## src/rtl/hazard_control_unit_if.sv

```systemverilog
// Bundle between the ID-stage hazard controller and the pipeline registers it steers.
// The slave side is the controller; the master side is the pipeline (or a bench).
interface hazard_control_unit_if #(
   parameter int REG_ADDR_W = 5,
   parameter int CNT_W      = 16
);
   logic [REG_ADDR_W-1:0] id_rs1;
   logic [REG_ADDR_W-1:0] id_rs2;
   logic                  id_rs1_used;
   logic                  id_rs2_used;
   logic [REG_ADDR_W-1:0] ex_rd;
   logic                  ex_mem_read;
   logic [REG_ADDR_W-1:0] mem_rd;
   logic                  mem_mem_read;
   logic                  ex_mdu_op;
   logic                  ex_branch_taken;
   logic                  pc_write;
   logic                  if_id_write;
   logic                  if_id_flush;
   logic                  id_ex_bubble;
   logic                  ex_hold;
   logic                  mdu_busy;
   logic [CNT_W-1:0]      stall_count;
   logic [CNT_W-1:0]      flush_count;

   modport slave (
      input  id_rs1, id_rs2, id_rs1_used, id_rs2_used, ex_rd, ex_mem_read,
             mem_rd, mem_mem_read, ex_mdu_op, ex_branch_taken,
      output pc_write, if_id_write, if_id_flush, id_ex_bubble, ex_hold,
             mdu_busy, stall_count, flush_count
   );

   modport master (
      output id_rs1, id_rs2, id_rs1_used, id_rs2_used, ex_rd, ex_mem_read,
             mem_rd, mem_mem_read, ex_mdu_op, ex_branch_taken,
      input  pc_write, if_id_write, if_id_flush, id_ex_bubble, ex_hold,
             mdu_busy, stall_count, flush_count
   );
endinterface

```

## src/rtl/hazard_control_unit.sv

```systemverilog
// Hazard controller for the 5-stage pipeline: load-use stalls, MDU front-end freeze,
// taken-branch flush, and saturating stall/flush counters.
module hazard_control_unit #(
   parameter int REG_ADDR_W  = 5,
   parameter int LOAD_STAGES = 1,
   parameter int MDU_LATENCY = 4,
   parameter int CNT_W       = 16
) (
   input logic                  clk,
   input logic                  reset,
   hazard_control_unit_if.slave bus
);
   localparam int CW = $clog2(MDU_LATENCY) + 1;
   localparam logic [CW-1:0]         C_CNT_ZERO = CW'(0);
   localparam logic [CW-1:0]         C_CNT_ONE  = CW'(1);
   localparam logic [CW-1:0]         C_CNT_LAST = CW'(MDU_LATENCY - 1);
   localparam logic [REG_ADDR_W-1:0] C_R_ZERO   = REG_ADDR_W'(0);
   localparam logic [CNT_W-1:0]      C_PC_ZERO  = CNT_W'(0);
   localparam logic [CNT_W-1:0]      C_PC_ONE   = CNT_W'(1);
   localparam logic [CNT_W-1:0]      C_PC_MAX   = {CNT_W{1'b1}};
   localparam logic                  C_CHK_MEM  = (LOAD_STAGES == 2);
   localparam logic                  C_MDU_HOLD = (MDU_LATENCY > 1);

   typedef enum logic {S_IDLE = 1'b0, S_BUSY = 1'b1} mdu_state_t;

   mdu_state_t       r_state;
   mdu_state_t       w_state_nxt;
   logic [CW-1:0]    r_cnt;
   logic [CW-1:0]    w_cnt_nxt;
   logic             w_hold_raw;
   logic [CNT_W-1:0] r_stall_cnt;
   logic [CNT_W-1:0] r_flush_cnt;

   logic w_rs1_ex, w_rs2_ex, w_rs1_mem, w_rs2_mem;
   logic w_load_ex, w_load_mem, w_load_hz;
   logic w_pc_write, w_if_id_write, w_if_id_flush, w_id_ex_bubble, w_ex_hold;
   logic w_stall_evt, w_flush_evt;

   // Register 0 is hardwired zero, so neither side of a match may be x0.
   assign w_rs1_ex   = bus.id_rs1_used && (bus.id_rs1 != C_R_ZERO) && (bus.id_rs1 == bus.ex_rd);
   assign w_rs2_ex   = bus.id_rs2_used && (bus.id_rs2 != C_R_ZERO) && (bus.id_rs2 == bus.ex_rd);
   assign w_rs1_mem  = bus.id_rs1_used && (bus.id_rs1 != C_R_ZERO) && (bus.id_rs1 == bus.mem_rd);
   assign w_rs2_mem  = bus.id_rs2_used && (bus.id_rs2 != C_R_ZERO) && (bus.id_rs2 == bus.mem_rd);
   assign w_load_ex  = bus.ex_mem_read && (bus.ex_rd != C_R_ZERO) && (w_rs1_ex || w_rs2_ex);
   assign w_load_mem = C_CHK_MEM && bus.mem_mem_read && (bus.mem_rd != C_R_ZERO)
                       && (w_rs1_mem || w_rs2_mem);
   assign w_load_hz  = w_load_ex || w_load_mem;

   // MDU FSM next state: hold for MDU_LATENCY-1 cycles, release on the completion cycle.
   always_comb begin
      w_state_nxt = r_state;
      w_cnt_nxt   = r_cnt;
      w_hold_raw  = 1'b0;
      case (r_state)
         S_IDLE: begin
            if (bus.ex_mdu_op && C_MDU_HOLD) begin
               w_state_nxt = S_BUSY;
               w_cnt_nxt   = C_CNT_ONE;
               w_hold_raw  = 1'b1;
            end else begin
               w_cnt_nxt   = C_CNT_ZERO;
            end
         end
         S_BUSY: begin
            if (!bus.ex_mdu_op) begin
               w_state_nxt = S_IDLE;
               w_cnt_nxt   = C_CNT_ZERO;
            end else if (r_cnt < C_CNT_LAST) begin
               w_cnt_nxt   = r_cnt + C_CNT_ONE;
               w_hold_raw  = 1'b1;
            end else begin
               w_state_nxt = S_IDLE;
               w_cnt_nxt   = C_CNT_ZERO;
            end
         end
         default: begin
            w_state_nxt = S_IDLE;
            w_cnt_nxt   = C_CNT_ZERO;
         end
      endcase
   end

   // Priority mux for pipeline control; reset forces idle values with no clock needed.
   always_comb begin
      w_pc_write     = 1'b1;
      w_if_id_write  = 1'b1;
      w_if_id_flush  = 1'b0;
      w_id_ex_bubble = 1'b0;
      w_ex_hold      = 1'b0;
      w_stall_evt    = 1'b0;
      w_flush_evt    = 1'b0;
      if (!reset) begin
         w_ex_hold      = 1'b0;
      end else if (w_hold_raw) begin
         w_pc_write     = 1'b0;
         w_if_id_write  = 1'b0;
         w_ex_hold      = 1'b1;
         w_stall_evt    = 1'b1;
      end else if (bus.ex_branch_taken) begin
         w_if_id_flush  = 1'b1;
         w_id_ex_bubble = 1'b1;
         w_flush_evt    = 1'b1;
      end else if (w_load_hz) begin
         w_pc_write     = 1'b0;
         w_if_id_write  = 1'b0;
         w_id_ex_bubble = 1'b1;
         w_stall_evt    = 1'b1;
      end else begin
         w_pc_write     = 1'b1;
         w_if_id_write  = 1'b1;
      end
   end

   // MDU state and occupancy count.
   always_ff @(posedge clk or negedge reset) begin
      if (!reset) begin
         r_state <= S_IDLE;
         r_cnt   <= C_CNT_ZERO;
      end else begin
         r_state <= w_state_nxt;
         r_cnt   <= w_cnt_nxt;
      end
   end

   // Saturating performance counters; they stop at all-ones rather than wrapping.
   always_ff @(posedge clk or negedge reset) begin
      if (!reset) begin
         r_stall_cnt <= C_PC_ZERO;
         r_flush_cnt <= C_PC_ZERO;
      end else begin
         if (w_stall_evt && (r_stall_cnt != C_PC_MAX)) begin
            r_stall_cnt <= r_stall_cnt + C_PC_ONE;
         end
         if (w_flush_evt && (r_flush_cnt != C_PC_MAX)) begin
            r_flush_cnt <= r_flush_cnt + C_PC_ONE;
         end
      end
   end

   assign bus.pc_write     = w_pc_write;
   assign bus.if_id_write  = w_if_id_write;
   assign bus.if_id_flush  = w_if_id_flush;
   assign bus.id_ex_bubble = w_id_ex_bubble;
   assign bus.ex_hold      = w_ex_hold;
   assign bus.mdu_busy     = (r_state == S_BUSY);
   assign bus.stall_count  = r_stall_cnt;
   assign bus.flush_count  = r_flush_cnt;
endmodule
```

## src/flat_wrapper.sv

```systemverilog
// flat-port wrapper written by rule: the top's interface ports become plain ports
module hazard_control_unit_flat 
#(
   parameter int REG_ADDR_W  = 5,
   parameter int LOAD_STAGES = 1,
   parameter int MDU_LATENCY = 4,
   parameter int CNT_W       = 16
)
  (clk, reset, bus_id_rs1, bus_id_rs2, bus_id_rs1_used, bus_id_rs2_used, bus_ex_rd, bus_ex_mem_read, bus_mem_rd, bus_mem_mem_read, bus_ex_mdu_op, bus_ex_branch_taken, bus_pc_write, bus_if_id_write, bus_if_id_flush, bus_id_ex_bubble, bus_ex_hold, bus_mdu_busy, bus_stall_count, bus_flush_count);
  hazard_control_unit_if #(.REG_ADDR_W(REG_ADDR_W), .CNT_W(CNT_W)) bus_i ();
  input logic clk;
  input logic reset;
  input wire logic [$bits(bus_i.id_rs1)-1:0] bus_id_rs1;
  input wire logic [$bits(bus_i.id_rs2)-1:0] bus_id_rs2;
  input wire logic [$bits(bus_i.id_rs1_used)-1:0] bus_id_rs1_used;
  input wire logic [$bits(bus_i.id_rs2_used)-1:0] bus_id_rs2_used;
  input wire logic [$bits(bus_i.ex_rd)-1:0] bus_ex_rd;
  input wire logic [$bits(bus_i.ex_mem_read)-1:0] bus_ex_mem_read;
  input wire logic [$bits(bus_i.mem_rd)-1:0] bus_mem_rd;
  input wire logic [$bits(bus_i.mem_mem_read)-1:0] bus_mem_mem_read;
  input wire logic [$bits(bus_i.ex_mdu_op)-1:0] bus_ex_mdu_op;
  input wire logic [$bits(bus_i.ex_branch_taken)-1:0] bus_ex_branch_taken;
  output wire logic [$bits(bus_i.pc_write)-1:0] bus_pc_write;
  output wire logic [$bits(bus_i.if_id_write)-1:0] bus_if_id_write;
  output wire logic [$bits(bus_i.if_id_flush)-1:0] bus_if_id_flush;
  output wire logic [$bits(bus_i.id_ex_bubble)-1:0] bus_id_ex_bubble;
  output wire logic [$bits(bus_i.ex_hold)-1:0] bus_ex_hold;
  output wire logic [$bits(bus_i.mdu_busy)-1:0] bus_mdu_busy;
  output wire logic [$bits(bus_i.stall_count)-1:0] bus_stall_count;
  output wire logic [$bits(bus_i.flush_count)-1:0] bus_flush_count;
  assign bus_i.id_rs1 = bus_id_rs1;
  assign bus_i.id_rs2 = bus_id_rs2;
  assign bus_i.id_rs1_used = bus_id_rs1_used;
  assign bus_i.id_rs2_used = bus_id_rs2_used;
  assign bus_i.ex_rd = bus_ex_rd;
  assign bus_i.ex_mem_read = bus_ex_mem_read;
  assign bus_i.mem_rd = bus_mem_rd;
  assign bus_i.mem_mem_read = bus_mem_mem_read;
  assign bus_i.ex_mdu_op = bus_ex_mdu_op;
  assign bus_i.ex_branch_taken = bus_ex_branch_taken;
  assign bus_pc_write = bus_i.pc_write;
  assign bus_if_id_write = bus_i.if_id_write;
  assign bus_if_id_flush = bus_i.if_id_flush;
  assign bus_id_ex_bubble = bus_i.id_ex_bubble;
  assign bus_ex_hold = bus_i.ex_hold;
  assign bus_mdu_busy = bus_i.mdu_busy;
  assign bus_stall_count = bus_i.stall_count;
  assign bus_flush_count = bus_i.flush_count;
  hazard_control_unit #(.REG_ADDR_W(REG_ADDR_W), .LOAD_STAGES(LOAD_STAGES), .MDU_LATENCY(MDU_LATENCY), .CNT_W(CNT_W)) u_core (.clk(clk), .reset(reset), .bus(bus_i));
endmodule
```

## config.mk

```make
export PLATFORM = sky130hd
export DESIGN_NAME = hazard_control_unit_flat
export DESIGN_NICKNAME = d
export VERILOG_FILES = /design/src/rtl/hazard_control_unit_if.sv /design/src/rtl/hazard_control_unit.sv /design/src/flat_wrapper.sv
export SDC_FILE = /design/constraint.sdc
export NUM_CORES = 1
export LEC_CHECK = 0
export BUFFER_PORTS_ARGS = -buffer_cell sky130_fd_sc_hd__buf_2
export CAP_MARGIN = 40
export CORE_AREA = 2 2 74 76
export CTS_CLUSTER_DIAMETER = 30
export CTS_CLUSTER_SIZE = 25
export DETAILED_ROUTE_END_ITERATION = 8
export DIE_AREA = 0 0 76 78
export SLEW_MARGIN = 10
export SYNTH_ARGS = -nofsm -noshare
export SYNTH_HDL_FRONTEND = slang
export SYNTH_SLANG_ARGS = --single-unit
```

## constraint.sdc

```tcl
create_clock -name clk -period 2.2 [get_ports clk]
set_input_delay 0.22 -clock clk [delete_from_list [all_inputs] [get_ports clk]]
set_output_delay 0.22 -clock clk [all_outputs]
set_load 0.01 [all_outputs]
```

## After elaboration in Yosys (flattened, before gate mapping)

Cells that the tools add are included.

| storage, ports and cells | value |
|---|---|
| register bits after elaboration | 36 |
| bits in latches | 0 |
| memory bits (writable) | 0 |
| memory bits (read-only) | 0 |
| output and inout port bits | 38 |
| word-level logic and storage cells | 49 |
| memories kept | 0 |

| cells by class | value |
|---|---|
| add/sub/neg operators | 3 |
| $mul | 0 |
| divide/modulo/power cells | 0 |
| order comparisons | 1 |
| eq/ne operators | 4 |
| shifts and indexed selects | 0 |
| mux-type cells | 24 |
| bitwise gates (word level) | 1 |
| reductions and logical operators | 12 |

Operators with widths:

| cell | number |
|---|---|
| 16-bit by 1-bit adder with 16-bit output, second input constant | 2 |
| 16-bit inequality test, second input constant | 2 |
| 1-bit 2-to-1 mux | 20 |
| 5-bit nonzero test | 3 |
| 5-bit == test | 2 |
| 1-bit logical AND | 8 |
| 3-bit 2-to-1 mux | 2 |
| 3-bit case mux with 2 select lines | 1 |
| 3-bit by 1-bit adder with 3-bit output, second input constant | 1 |
| 3-bit by 2-bit < comparator with 1-bit output, second input constant | 1 |
| 1-bit case mux with 2 select lines | 1 |
| 1-bit logical OR | 1 |
| 1-bit NOT | 1 |

## Logic depth before layout (Yosys ltp)

Gate-level depths: netlist (run 1).

| depth | value |
|---|---|
| depth after elaboration | 10 |
| gate-level depth with buffers | 8 |
| depth with buffers taken out | 8 |

## Least setup slack after synthesis (run 1)

No wires, ideal clock.

| timing path | value |
|---|---|
| path kind | reg-to-reg |
| from | register u_core.r_stall_cnt[0] (netlist: u_core.bus.stall_count[0]) |
| to | register u_core.r_stall_cnt[1] (netlist: u_core.bus.stall_count[1]) |
| library setup time | 128 ps |
| data arrival time | 1,604 ps |
| required time | 2,072 ps |
| setup slack | 469 ps |
| cell stages (with the launch flop) | 7 |
| path buffers | 0 |
| clock period less this slack | 1,731 ps |
| cell sequence | dfrtp_1 -> ha_1 -> nand3_1 -> nor3_2 -> and2_1 -> nor2_1 -> mux2_1 |

| between the ends | value |
|---|---|
| cells in the longest elaborated chain, start to end | 2 |
| elaborated cells between the ends (all ways) | 3 |
| those cells by class | add/sub: 1; eq/ne: 1; reduce/logical: 1 |

Ends and longest elaborated chain:

| what | RTL line | source |
|---|---|---|
| from (decl) | hazard_control_unit.sv:31 | `logic [CNT_W-1:0] r_stall_cnt;` |
| from (signal assigned) | hazard_control_unit.sv:132 | `r_stall_cnt <= r_stall_cnt + C_PC_ONE;` |
| parallel branches: the longest is 2 deep, another holds 16-bit by 1-bit adder with 16-bit output | n/a |  |

Several ways; the timed one is not identified.
A chain may end at the register's enable or synchronous reset.

## Worst setup path after layout (run 1)

| timing path | value |
|---|---|
| from | input reset |
| to | register u_core.r_stall_cnt[1] (netlist: u_core.bus.stall_count[1]) |

| between the ends | value |
|---|---|
| cells in the longest elaborated chain, start to end | 2 |

Ends and longest elaborated chain:

| what | RTL line | source |
|---|---|---|
| from (decl) | flat_wrapper.sv:12 | `input logic reset;` |
| 1-bit 2-to-1 mux | hazard_control_unit.sv:92 | `if (!reset) begin` |
| 1-bit logical AND | hazard_control_unit.sv:131 | `if (w_stall_evt && (r_stall_cnt != C_PC_MAX)) begin` |

Every way passes these cells.

==> flow_metrics.tcl, run 1 <==
set metrics [dict create \
    gr_layer_usage_met1_pct 19.1 \
    syn_to_final_growth_pct 26.5 \
    min-delay-path-class "in -> reg" \
    worstSetupEndpointType "flip-flop" \
    worst_ep_arrival_time_ns 2.12 \
    worst_setup_path_class "in -> reg" \
    gp_congestion 0.862 \
    worst_path_max_delay_cell "sky130_fd_sc_hd__dlygate4sd3_1" \
    busiest_layer "met2" \
    drtPass1Iterations 4 \
    floorplan.initialDensity_pct 38.0 \
    cts-root-buf "sky130_fd_sc_hd__clkbuf_8" \
    outcome "complete, no violations" \
    num_vias 1591 \
    clk_path_buf_depth 2 \
    clkSlewWorstSetupHoldPaths_ns 0.07 \
    mappedNetlistNets 213 \
    worstPathRequired_ns 2.37 \
    tns_ns 0 \
    slew_headroom_pct 73.8 \
    period_needed_ns 1.95 \
    gr-usage-met2_pct 24.7 \
    drcViolationCount 0 \
    drive_above_1_share_pct 32.0 \
    synth_most_common_cell "sky130_fd_sc_hd__dfrtp_1" \
    syn_area_per_cell_um2 10.5 \
    max_stage_delay_on_crit_path_ns 0.52 \
    cts_tree "built" \
    core.rowCount 26 \
    chipWidth_um 76 \
    grt_pass1_wl_um 7240 \
    cts_buffers 5 \
    routed_wire_per_std_cell_um 12.3 \
    vias_per_cell 4.93 \
    drt.antenna.violating_nets 0 \
    grt_max_degree 22 \
    peak_ir_drop_on_the_vdd_network_uv 521 \
    max_slew.worst_pin.slew_ns 0.389 \
    yosysSeqAreaShare_pct 47.1 \
    most_common_library_cells_after_synthesis "36 x sky130_fd_sc_hd__dfrtp_1, 18 x sky130_fd_sc_hd__xnor2_1, 17 x sky130_fd_sc_hd__nand4_1, 17 x sky130_fd_sc_hd__xor2_1, 16 x sky130_fd_sc_hd__nand2_1" \
    cts_max_level 2 \
    synthesized_instance_count 182 \
    critPathMaxFanout 5 \
    nNetsFinal 283 \
    post_synth_edffs 0 \
    timing.final.hold_violations 0 \
    vias_in_the_first_global_route 1594 \
    power-per-cell-area_nw_per_um2 732 \
    hold_slack_final_ns 0.201 \
    globalRoute.totalOverflow 0 \
    setup.worst_path.start_class "primary input" \
    io-pin-count 66 \
    final.setup.worst_slack_ns 0.249 \
    detailedRoute.firstIterationViolations 49 \
    antenna_violations_before_repair 0 \
    dieHeight_um 78 \
    p_leak_uw 0.00124 \
    fin_util_pct 48.0 \
    synthesis.yosys.warnings 0 \
    maxCapViolations 0 \
    finalMaxSlewViolations 0 \
    core_um2 5040 \
    layout_worst_path_cycle_share_pct 88.7 \
    detail_route.wirelength_um 3980 \
    dp.final_hpwl_um 3070 \
    antenna-diode-count 0 \
    syn_area_um2 1910 \
    gr-usage-all-layers_pct 15.0 \
    clock_insertion_delay_worst_skew_ns 0.29 \
    post_cts.resized_instances 0 \
    rsz0062_at_grt "no" \
    cp.buffers_inverters 3 \
    cells_traversed_along_the_worst_timing_path "dlygate4sd3_1, buf_2, nand2_1, a211oi_1, nand4_2, o211ai_4, inv_4, nor2_1, mux2_1" \
    fmaxAchievable_mhz 513 \
    timing.clock.skew_ns 0.00283 \
    cts_hold_buf 1 \
    largest_area_contributor_in_the_netlist "sky130_fd_sc_hd__dfrtp_1" \
    place_ws_ns 0.328 \
    async_reset_ff_share_pct 100 \
    post_synth_main_area_contributors "sky130_fd_sc_hd__dfrtp_1 47%, sky130_fd_sc_hd__xnor2_1 8.2%, sky130_fd_sc_hd__xor2_1 7.8%, sky130_fd_sc_hd__nand4_1 5.6%, sky130_fd_sc_hd__and3_1 3.6%" \
    cts_setup_buffers 0 \
    dieArea_um2 5930 \
    cpLargestDelayFamily "buffers and inverters" \
    synth.distinct_cells 36 \
    yosys_most_used_dff "sky130_fd_sc_hd__dfrtp_1" \
    grtUsageMet3_pct 3.72 \
    cts.sinks 36 \
    finalSetupViolations 0 \
    ys_ff_latch 36 \
    count_of_input_and_output_buffers 59 \
    post-synth-top-area-fraction_pct 47.1 \
]
## cell usage in the layout, fill, tap and decap left out, types with 2 or more instances in the layout
cell	synthesis	final
sky130_fd_sc_hd__dfrtp_1	36	36
sky130_fd_sc_hd__a41oi_1	2	2
sky130_fd_sc_hd__inv_1	5	5
sky130_fd_sc_hd__nand2_1	16	16
sky130_fd_sc_hd__and3_1	11	11
sky130_fd_sc_hd__nor2_1	13	13
sky130_fd_sc_hd__nand4_2	2	2
sky130_fd_sc_hd__and2_1	3	3
sky130_fd_sc_hd__buf_2	1	59
sky130_fd_sc_hd__a21oi_1	4	4
sky130_fd_sc_hd__a31oi_1	2	2
sky130_fd_sc_hd__nand4_1	17	17
sky130_fd_sc_hd__clkbuf_1	0	2
sky130_fd_sc_hd__buf_4	1	5
sky130_fd_sc_hd__clkbuf_8	0	6
sky130_fd_sc_hd__and4_1	4	4
sky130_fd_sc_hd__nor3_2	2	2
sky130_fd_sc_hd__xor2_1	17	17
sky130_fd_sc_hd__xnor2_1	18	18
sky130_fd_sc_hd__nand3_1	5	5
sky130_fd_sc_hd__o21ai_0	2	2
sky130_fd_sc_hd__nor3_1	3	3
sky130_fd_sc_hd__ha_1	3	3
## registers in the layout, summed over array words and instances, names as in the netlist
name / count
u_core.bus.mdu_busy: 1
u_core.bus.stall_count: 16
u_core.r_cnt: 3
u_core.bus.flush_count: 16
## path summary, 6_finish.rpt
path / from / end / slack (ns) / cells past startpoint
min: bus_ex_mdu_op / u_core.r_cnt[0] / 0.20 / 2
max: reset / u_core.bus.stall_count[1] / 0.25 / 9
min in group asynchronous: reset / u_core.bus.stall_count[4] / 0.42 / 3
max reg2reg: u_core.bus.flush_count[2] / u_core.bus.flush_count[1] / 0.38 / 5
min reg2reg: u_core.bus.flush_count[4] / u_core.bus.flush_count[4] / 0.48 / 1
max in group asynchronous: reset / u_core.bus.flush_count[14] / 1.33 / 4
## per-stage QoR
step / instance area, µm² / instances / total power [µW]
finish: 2420 / 323 / 1770
global route: 2420 / 323 / 1890
detailed placement: 2320 / 314 / 1320
CTS: 2420 / 323 / 1800
floorplan: 1910 / 182 / 1120
global placement: 2320 / 314 / 1310
## report_power, final
part | total, µW | internal, µW | leakage, µW | switching, µW
registers | 893 | 764 | 0.000473 | 129
logic | 407 | 197 | 0.000718 | 210
clock network | 472 | 255 | 0.0000455 | 217
total | 1770 | 1220 | 0.00124 | 557
## metal layers
| metal | routed length, µm | share of wire, % | vias to the layer above |
|---|---|---|---|
| li1 | - | - | 793 |
| met1 | 1800 | 45 | 750 |
| met2 | 1930 | 49 | 41 |
| met3 | 206 | 5.2 | 7 |
| met4 | 46 | 1.2 | 0 |
| met5 | 0 | 0 | - |
## worst register-to-register path: cells and delay by family (launching register included)
family           cells  cell delay (ns)
AO/OA/AOI/OAI        1             0.31
flip-flops           1             0.42
multiplexers         1             0.37
AND/OR/NAND/NOR      3             0.61
## layout make-up
| class | instances | area [µm²] |
|---|---|---|
| clock buffer | 8 | 90.1 |
| fill | 484 | 2620 |
| inverter | 6 | 25.0 |
| multi-input combinational | 138 | 976 |
| sequential | 36 | 901 |
| tap | 70 | 87.6 |
| timing repair buffer | 65 | 343 |
## cells by family (layout without fill, tap and decap cells)
family,count (synthesis),count (layout),share of synthesized area [%]
compound gates,15,15,5.82
xor+xnor,36,36,16.9
fa+ha+maj,3,3,1.96
buf+inv,8,79,1.96
flops,36,36,47.1
mux,2,2,1.18
simple gates,82,82,25.2
Note: power is estimated with default switching activity, not from simulation.
==> run 2: changes to the inputs <==
==> constraint.sdc (replaced) <==
create_clock -name clk -period 2.1 [get_ports clk]
set_input_delay 0.21 -clock clk [delete_from_list [all_inputs] [get_ports clk]]
set_output_delay 0.21 -clock clk [all_outputs]
set_load 0.01 [all_outputs]
==> flow_metrics.tcl, run 2 (synthesis results as in run 1) <==
set metrics [dict create \
    cts-root-buf "sky130_fd_sc_hd__clkbuf_8" \
    dp.final_hpwl_um 3080 \
    finalSetupViolations 0 \
    cellInternalPower_uw 1300 \
    core.rowCount 26 \
    cts.sinks 36 \
    cts_tree "built" \
    worstPathRequired_ns 2.26 \
    fmaxAchievable_mhz 523 \
    outcome "complete, no violations" \
    worstSetupEndpointType "flip-flop" \
    peak_ir_drop_on_the_vdd_network_uv 505 \
    filler_cell_count 487 \
    nNetsFinal 283 \
    gr-usage-all-layers_pct 14.2 \
    io-pin-count 66 \
    critPathMaxFanout 5 \
    cells_traversed_along_the_worst_timing_path "dlygate4sd3_1, buf_2, nand2_1, a211oi_1, nand4_2, o211ai_4, inv_4, nor2_1, mux2_1" \
    detail_route.wirelength_um 3880 \
    worst_ep_arrival_time_ns 2.07 \
    clock_insertion_delay_worst_skew_ns 0.28 \
    chipWidth_um 76 \
    drtPass1Iterations 4 \
    clkSlewWorstSetupHoldPaths_ns 0.06 \
    period_needed_ns 1.91 \
    seq_power_share_pct 49.9 \
    clk_path_buf_depth 2 \
    drive_above_1_share_pct 32.9 \
    dieHeight_um 78 \
    rsz0062_at_grt "no" \
    place_inst 314 \
    cts_buffers 5 \
    layout_worst_path_cycle_share_pct 91.0 \
    commonest_non_fill_non_tap_cell_in_the_layout "sky130_fd_sc_hd__buf_2" \
    power-per-cell-area_nw_per_um2 770 \
    slew_headroom_pct 68.7 \
    maxCapViolations 0 \
    num_vias 1598 \
    antenna_violations_before_repair 0 \
    final.setup.worst_slack_ns 0.190 \
    swShare_pct 30.8 \
    cts_max_level 2 \
    cpLargestDelayFamily "buffers and inverters" \
    vias_in_the_first_global_route 1553 \
    count_of_input_and_output_buffers 59 \
    clkPwrFrac_pct 27.4 \
    place_ws_ns 0.219 \
    max_stage_delay_on_crit_path_ns 0.52 \
    instances_no_fill 322 \
    p_leak_uw 0.00124 \
    antenna-diode-count 0 \
    cp.buffers_inverters 3 \
    worst_setup_path_class "in -> reg" \
    worst_path_max_delay_cell "sky130_fd_sc_hd__dlygate4sd3_1" \
    power.share.combinational_pct 22.7 \
    drt.antenna.violating_nets 0 \
    gp_congestion 0.874 \
    drcViolationCount 0 \
    core_um2 5040 \
    finalMaxSlewViolations 0 \
    detailedRoute.firstIterationViolations 54 \
    dieArea_um2 5930 \
    timing.final.hold_violations 0 \
    tns_ns 0 \
    timing.clock.skew_ns 0.00291 \
    min-delay-path-class "in -> reg" \
    syn_to_final_growth_pct 27.1 \
    cts_setup_buffers 0 \
    p_switching_uw 577 \
    most_frequent_cells_in_the_layout "59 x sky130_fd_sc_hd__buf_2, 36 x sky130_fd_sc_hd__dfrtp_1, 18 x sky130_fd_sc_hd__xnor2_1, 17 x sky130_fd_sc_hd__xor2_1, 17 x sky130_fd_sc_hd__nand4_1" \
    globalRoute.totalOverflow 0 \
    max_slew.worst_pin.slew_ns 0.466 \
    grt_pass1_wl_um 6850 \
    routed_wire_per_std_cell_um 12.0 \
    grt_max_degree 22 \
    floorplan.initialDensity_pct 38.0 \
    setup.worst_path.start_class "primary input" \
    vias_per_cell 4.96 \
]
==> run 2: cell types whose count changed in the layout (fill, tap and decap cells not counted), sizes merged <==
cell,before,now
clkbuf,8,7
==> run 2: repair_timing <==
item / in CTS / in global routing
hold endpoints to repair: 16 / 0
endpoints found under the setup margin: 0 / 2
hold buffers: 1 / 0
resized for setup: 0 / 1
==> run 2: layout make-up <==
type | count | area (µm²) | share of cell area [%]
repair buffers | 65 | 343 | 14.1
clock buffers | 7 | 96.3 | 3.96
inverters | 6 | 25.0 | 1.03
well taps | 70 | 87.6 | 3.60
flip-flops and latches | 36 | 901 | 37.0
multi-input cells | 138 | 981 | 40.3
==> run 2: power by group through the flow <==
| stage | combinational (µW) | sequential [µW] | clock (µW) |
|---|---|---|---|
| 2_1_floorplan | 191 | 978 | 0 |
| 3_3_place_gp | 422 | 948 | 0 |
| 3_5_place_dp | 431 | 949 | 0 |
| 4_1_cts | 433 | 936 | 539 |
| 5_1_grt | 476 | 963 | 570 |
| 6_report | 425 | 936 | 514 |
==> run 2: per-stage QoR <==
step	hold WS, ns	instance area [µm²]	util (%)	total power, µW
after CTS	0.181	2430	48.2	1910
after global routing	0.197	2430	48.3	2010
final	0.191	2430	48.3	1870
after global placement	0.175	2320	46.1	1370
after floorplan	-0.0856	1910	-	1170
after detailed placement	0.183	2320	46.1	1380
==> run 2: worst paths after layout <==
check | cells after the start | slack, ns | start | endpoint
worst max-delay path | 9 | 0.19 | reset | u_core.bus.stall_count[1]
worst min-delay path | 2 | 0.19 | bus_ex_mdu_op | u_core.r_cnt[0]
max in group asynchronous | 4 | 1.23 | reset | u_core.bus.flush_count[15]
worst max register to register | 5 | 0.28 | u_core.bus.flush_count[2] | u_core.bus.flush_count[1]
min in group asynchronous | 3 | 0.41 | reset | u_core.bus.stall_count[10]
worst min register to register | 1 | 0.48 | u_core.bus.flush_count[4] | u_core.bus.flush_count[4]
==> run 2: per-layer routing <==
| layer | up-vias | track usage (%) | routed length (µm) |
|---|---|---|---|
| li1 | 785 | - | - |
| met5 | - | 0 | 0 |
| met1 | 761 | 18.0 | 1730 |
| met2 | 44 | 23.4 | 1860 |
| met3 | 8 | 3.95 | 231 |
| met4 | 0 | 5.45 | 59 |
